===== config.mk =====
export PLATFORM = sky130hd
export DESIGN_NAME = uart_rx_framer
export DESIGN_NICKNAME = d
export VERILOG_FILES = /design/src/rtl/uart_pkg.sv /design/src/rtl/uart_idle_timer.sv /design/src/rtl/uart_rx_framer.sv
export SDC_FILE = /design/constraint.sdc
export NUM_CORES = 1
export LEC_CHECK = 0
export CAP_MARGIN = 20
export CORE_ASPECT_RATIO = 1.4
export CORE_MARGIN = 5
export CORE_UTILIZATION = 50
export CTS_CLUSTER_DIAMETER = 40
export DETAILED_ROUTE_END_ITERATION = 10
export PLACE_DENSITY_LB_ADDON = 0.15
export RECOVER_POWER = 100
export SLEW_MARGIN = 40
export SYNTH_ARGS = -nofsm -noshare
export SYNTH_HDL_FRONTEND = slang
export SYNTH_HIERARCHICAL = 1
export SYNTH_SLANG_ARGS = --single-unit
export TNS_END_PERCENT = 30

===== constraint.sdc =====
create_clock -name clk_i -period 7.1 [get_ports clk_i]
set_input_delay 1.065 -clock clk_i [delete_from_list [all_inputs] [get_ports clk_i]]
set_output_delay 1.065 -clock clk_i [all_outputs]
set_load 0.02 [all_outputs]

===== src/rtl/uart_pkg.sv =====
// Shared types and sizing helpers for the UART receive path.
// Holds the framer state encoding and counter width functions.
package uart_pkg;

  typedef enum logic [1:0] {
    EMPTY   = 2'd0,
    COLLECT = 2'd1,
    CLOSE   = 2'd2
  } uart_framer_state_t;

  // Bits needed to count 0..n inclusive (frame length).
  function automatic int len_w(input int n);
    return $clog2(n + 1);
  endfunction

  // Bits needed to count 0..n-1 (idle clocks).
  function automatic int idle_w(input int n);
    return $clog2(n);
  endfunction

endpackage


===== src/rtl/uart_idle_timer.sv =====
// Idle/quiet-line timer: counts enabled clocks, flags CYCLES-1 reached.
// Ports: clk_i, rst_i (sync, high), clear_i, enable_i, expired_o.
module uart_idle_timer
  import uart_pkg::*;
#(
  parameter int CYCLES = 1000
) (
  input  logic clk_i,
  input  logic rst_i,
  input  logic clear_i,
  input  logic enable_i,
  output logic expired_o
);

  localparam int W = idle_w(CYCLES);
  localparam logic [W-1:0] LAST = W'(CYCLES - 1);

  logic [W-1:0] cnt;

  assign expired_o = (cnt == LAST);

  // Saturates at LAST so a held enable never wraps.
  always_ff @(posedge clk_i) begin
    if (rst_i) begin
      cnt <= '0;
    end else if (clear_i) begin
      cnt <= '0;
    end else if (enable_i && !expired_o) begin
      cnt <= cnt + 1'b1;
    end
  end

endmodule


===== src/rtl/uart_rx_framer.sv =====
// Groups received UART bytes into frames, marking tlast on the final byte.
// Ports: clk_i, rst_i (sync, high); slv_axis_* byte stream in;
// mst_axis_* framed stream out; timeout_o pulses on idle close.
module uart_rx_framer
  import uart_pkg::*;
#(
  parameter int DATA_WIDTH  = 8,
  parameter int IDLE_CYCLES = 1000,
  parameter int MAX_LEN     = 64
) (
  input  logic                  clk_i,
  input  logic                  rst_i,
  input  logic [DATA_WIDTH-1:0] slv_axis_tdata_i,
  input  logic                  slv_axis_tvalid_i,
  input  logic                  slv_axis_tlast_i,
  output logic                  slv_axis_tready_o,
  output logic [DATA_WIDTH-1:0] mst_axis_tdata_o,
  output logic                  mst_axis_tvalid_o,
  output logic                  mst_axis_tlast_o,
  input  logic                  mst_axis_tready_i,
  output logic                  timeout_o
);

  localparam int LW = len_w(MAX_LEN);
  localparam logic [LW-1:0] LEN_MAX = LW'(MAX_LEN);
  localparam logic [LW-1:0] LEN_ONE = LW'(1);
  localparam bit ONE_BYTE = (MAX_LEN == 1);

  uart_framer_state_t state, state_d;

  logic [DATA_WIDTH-1:0] hold_data;
  logic                  hold_last;
  logic [DATA_WIDTH-1:0] out_data;
  logic                  out_last;
  logic                  out_v;
  logic [LW-1:0]         len;

  logic          out_free;
  logic          accept;
  logic          first_final;
  logic          next_final;
  logic [LW-1:0] len_inc;
  logic          expired;

  logic          hold_load;
  logic          hold_last_d;
  logic          out_load;
  logic          out_last_d;
  logic [LW-1:0] len_d;
  logic          idle_clr;
  logic          idle_en;
  logic          timeout_d;

  assign out_free = !out_v || mst_axis_tready_i;

  assign slv_axis_tready_o =
    !rst_i && ((state == EMPTY) || out_free);

  assign accept = slv_axis_tvalid_i && slv_axis_tready_o;

  assign len_inc = len + 1'b1;

  // A byte opening a frame is final on tlast or a 1-byte limit.
  assign first_final = slv_axis_tlast_i || ONE_BYTE;
  assign next_final  = slv_axis_tlast_i || (len_inc == LEN_MAX);

  uart_idle_timer #(
    .CYCLES (IDLE_CYCLES)
  ) u_idle (
    .clk_i     (clk_i),
    .rst_i     (rst_i),
    .clear_i   (idle_clr),
    .enable_i  (idle_en),
    .expired_o (expired)
  );

  always_ff @(posedge clk_i) begin
    if (rst_i) begin
      state <= EMPTY;
    end else begin
      state <= state_d;
    end
  end

  always_comb begin
    state_d = state;
    unique case (state)
      EMPTY: begin
        if (accept) begin
          state_d = first_final ? CLOSE : COLLECT;
        end
      end
      COLLECT: begin
        // An accept in the expiry cycle wins over the timeout.
        if (accept) begin
          state_d = next_final ? CLOSE : COLLECT;
        end else if (expired) begin
          state_d = CLOSE;
        end
      end
      CLOSE: begin
        if (out_free) begin
          if (accept) begin
            state_d = first_final ? CLOSE : COLLECT;
          end else begin
            state_d = EMPTY;
          end
        end
      end
      default: state_d = EMPTY;
    endcase
  end

  always_comb begin
    hold_load   = 1'b0;
    hold_last_d = hold_last;
    out_load    = 1'b0;
    out_last_d  = 1'b0;
    len_d       = len;
    idle_clr    = 1'b1;
    idle_en     = 1'b0;
    timeout_d   = 1'b0;
    unique case (state)
      EMPTY: begin
        if (accept) begin
          hold_load   = 1'b1;
          hold_last_d = first_final;
          len_d       = LEN_ONE;
        end
      end
      COLLECT: begin
        idle_clr = 1'b0;
        if (accept) begin
          out_load    = 1'b1;
          hold_load   = 1'b1;
          hold_last_d = next_final;
          len_d       = len_inc;
          idle_clr    = 1'b1;
        end else if (expired) begin
          hold_last_d = 1'b1;
          timeout_d   = 1'b1;
        end else begin
          idle_en = 1'b1;
        end
      end
      CLOSE: begin
        if (out_free) begin
          out_load   = 1'b1;
          out_last_d = 1'b1;
          if (accept) begin
            hold_load   = 1'b1;
            hold_last_d = first_final;
            len_d       = LEN_ONE;
          end else begin
            len_d = '0;
          end
        end
      end
      default: begin
        hold_last_d = 1'b0;
        len_d       = '0;
      end
    endcase
  end

  always_ff @(posedge clk_i) begin
    if (rst_i) begin
      hold_data <= '0;
      hold_last <= 1'b0;
      len       <= '0;
      timeout_o <= 1'b0;
    end else begin
      if (hold_load) begin
        hold_data <= slv_axis_tdata_i;
      end
      hold_last <= hold_last_d;
      len       <= len_d;
      timeout_o <= timeout_d;
    end
  end

  // out_load only occurs with out_free, so a stalled beat is kept.
  always_ff @(posedge clk_i) begin
    if (rst_i) begin
      out_data <= '0;
      out_last <= 1'b0;
      out_v    <= 1'b0;
    end else if (out_load) begin
      out_data <= hold_data;
      out_last <= out_last_d;
      out_v    <= 1'b1;
    end else if (mst_axis_tready_i) begin
      out_v <= 1'b0;
    end
  end

  assign mst_axis_tdata_o  = out_data;
  assign mst_axis_tlast_o  = out_last;
  assign mst_axis_tvalid_o = out_v;

endmodule


==> results.yml <==
outcome:
  outcome: "finished, final reports clean"
timing:
  setup_viol: 0
  setup_tns_ns: 0
  finalCritPeriodShare_pct: 64.0
  hold_violations: 0
  max_freq_ghz: 0.220
  drv_slew: 0
  worst_pin_slew_ns: 1.45
  slew_headroom_pct: 3.62
  period_needed_ns: 4.54
  hold_ws_ns: 0.472
  rsz0062_at_grt: "false"
  fin_skew_ns: 0.0115
routing:
  wl_mm: 4.90
  first_pass_iters: 4
  vias_per_cell: 6.38
  drc: 0
  wl_per_cell_um: 16.0
  antenna_left: 0
  vias: 1960
  drtIter0Drc: 194
synthesis:
  syn_area_um2: 2050
  yosys.area.top_type: "dfxtp_1"
  synth_cells: 241
  synth_ff_type: "dfxtp_1"
  syn-num-nets: 260
  synth-xor-area-share_pct: 0.428
  yosys_warnings: 6
  synthArstFlopShare_pct: 0
  yosysSeqAreaShare_pct: 37.2
  synth_seq_cells: 38
  synthAdderAreaFrac_pct: 3.67
  synth-compound-area-share_pct: 28.4
  yosys.area_share.simple_pct: 26.1
  synth_top_family_by_area: "compound AO/OA/AOI/OAI gates"
  synth_area_leaders: "dfxtp_1, a21oi_1, o31ai_1, nand3_1, ha_1"
  synth-edff-count: 0
  synth_top_area_share_pct: 37.2
  yosys-mux-area-fraction_pct: 0
  synth_area_per_cell_um2: 8.49
  yosysUniqueCellTypes: 53
final_layout:
  layout-drive-gt1-share_pct: 6.82
  layout.nets: 282
  final_cell_mix: "dfxtp_1, a21oi_1, nand3_1"
  syn2layout_area_growth_pct: 18.7
  nFillCells: 362
  n_antenna_cell: 0
  final_common_cell: "dfxtp_1"
clock_tree:
  clkLatencyLatePin_ns: 0.29
  postCtsHoldBufs: 0
  cts_tree: "done"
  htreeDepth: 2
  clock_path_buffers: 2
  cts_buffers: 5
  cts_resized: 0
  root_buffer: "clkbuf_8"
  clkTransAtPathRegs_ns: 0.08
  postCtsSetupBuffers: 0
  numClockSinks: 38
floorplanning:
  start_util_pct: 51.8
  io_pins: 25
  dieHeight_um: 85.7
  die_area_um2: 5490
  core_um2: 3950
  core.rowCount: 27
  die_w_um: 64.1
setup_path:
  worstPathCellList: "dlygate4sd3_1, clkbuf_1, nor2_1, dlygate4sd3_1"
  r2r_cells: 9
  crit_start: "rst_i"
  cp-start-kind: "input port"
  critPathMaxFanout: 35
  crit_cells: 4
  cpLargestDelayFamily: "buffers and inverters"
  path_buf_inv: 3
  crit_slowest_cell: "clkbuf_1"
  critPathKind: "input port to output port"
  crit_path_frequent_cell: "dlygate4sd3_1"
  cp.required_ns: 6.03
  r2r_start: "state[0]"
  slowest_delay_ns: 1.05
  arrival_ns: 3.48
  endpoint_kind: "output port"
global_routing:
  antenna_found_initial: 0
  grtUsageTotal_pct: 18.2
  grt_overflow: 0
  grt_pass1_wl_mm: 8.26
  grt_max_degree: 36
  grt_pass1_vias: 1852
power:
  peakVddDrop_mv: 0.208
  powerDensity_nw_per_um2: 282
  p_leak_nw: 0.816
worst_hold_path:
  hold_start: "mst_axis_tdata_o[3]"
  whs_path_depth: 2
  hold_path.class: "register to register"
job:
  maxCapViolations: 0
place:
  hpwl_mm: 3.47
  gp_congestion: 0.810
  io_buffer_count: 24
metrics by stage:
stage	setup WS, ns	power [mW]	util [%]	cell area, um^2	cells
global route	2.24	0.724	61.4	2430	307
CTS	3.43	0.695	62.0	2450	307
detailed placement	3.23	0.470	58.3	2310	299
global placement	3.33	0.468	58.3	2310	299
finish	2.56	0.684	61.4	2430	307
floorplan	4.29	0.409	-	2050	241
cells by family after synthesis:
family                     after synthesis
and+or+nand+nor                         88
xor gates and xnor gates                 1
adders and majority gates                6
buffers and inverters                   22
DFF                                     38
AOI/OAI and AO/OA                       86
state kept, by name, indices dropped and copies added (netlist names):
register / flops
hold_data: 8
len: 7
mst_axis_tdata_o: 8
mst_axis_tlast_o: 1
mst_axis_tvalid_o: 1
state: 2
timeout_o: 1
u_idle/cnt: 10
cell usage after synthesis, drive strengths merged (2+ instances only):
master,number
o311ai,5
nand2b,4
or2,3
o211ai,4
nand3,19
o32ai,2
and3,2
nand3b,3
o41ai,3
nand2,9
o31ai,14
o21ai,17
nor3,4
buf,3
clkbuf,7
a311oi,4
a22oi,2
nor2,10
clkinv,2
dfxtp,38
ha,6
or3,4
inv,10
nor4b,3
nor2b,2
nand4,11
or4,5
a21oi,27
routing by layer:
layer	track usage [%]	share of wire (%)	vias to the layer above	routed length [um]
met1	22.0	44	901	2180
met3	3.93	4.6	13	225
met4	7.75	3.1	0	151
met5	0	0	-	0
li1	-	-	993	-
met2	30.6	48	53	2340
layout make-up:
type                       instances  area (um^2)  share of cell area, %
clock buffer                       6         82.6                   3.40
timing repair buffer              25          244                   10.1
clock inverter                     2         60.1                   2.47
tap                               43         53.8                   2.22
sequential                        38          761                   31.3
multi-input combinational        181         1180                   48.7
inverter                          12         45.0                   1.86
power breakdown:
group          leakage (nW)  total, mW  internal (mW)  switching (mW)
Combinational         0.437      0.212         0.0677           0.144
Clock                0.0714      0.224          0.150          0.0746
Sequential            0.308      0.248          0.231          0.0171
Total                 0.816      0.684          0.448           0.236
worst register-to-register path, stage by stage (launching register included):
cell,delay (ns)
dfxtp_1,0.40
inv_1,0.09
ha_1,0.29
or3b_1,0.46
a21oi_1,0.22
inv_1,0.15
nor2_1,0.44
nand3_1,0.25
or3_2,0.46
a21oi_1,0.14
path summary, 6_finish.rpt:
kind                              end  slack (ns)
hold / removal    mst_axis_tdata_o[3]        0.47
setup reg to reg        u_idle/cnt[5]        4.13
setup / recovery    slv_axis_tready_o        2.56
hold reg to reg   mst_axis_tdata_o[3]        0.47
(Power assumes the default switching activity.)
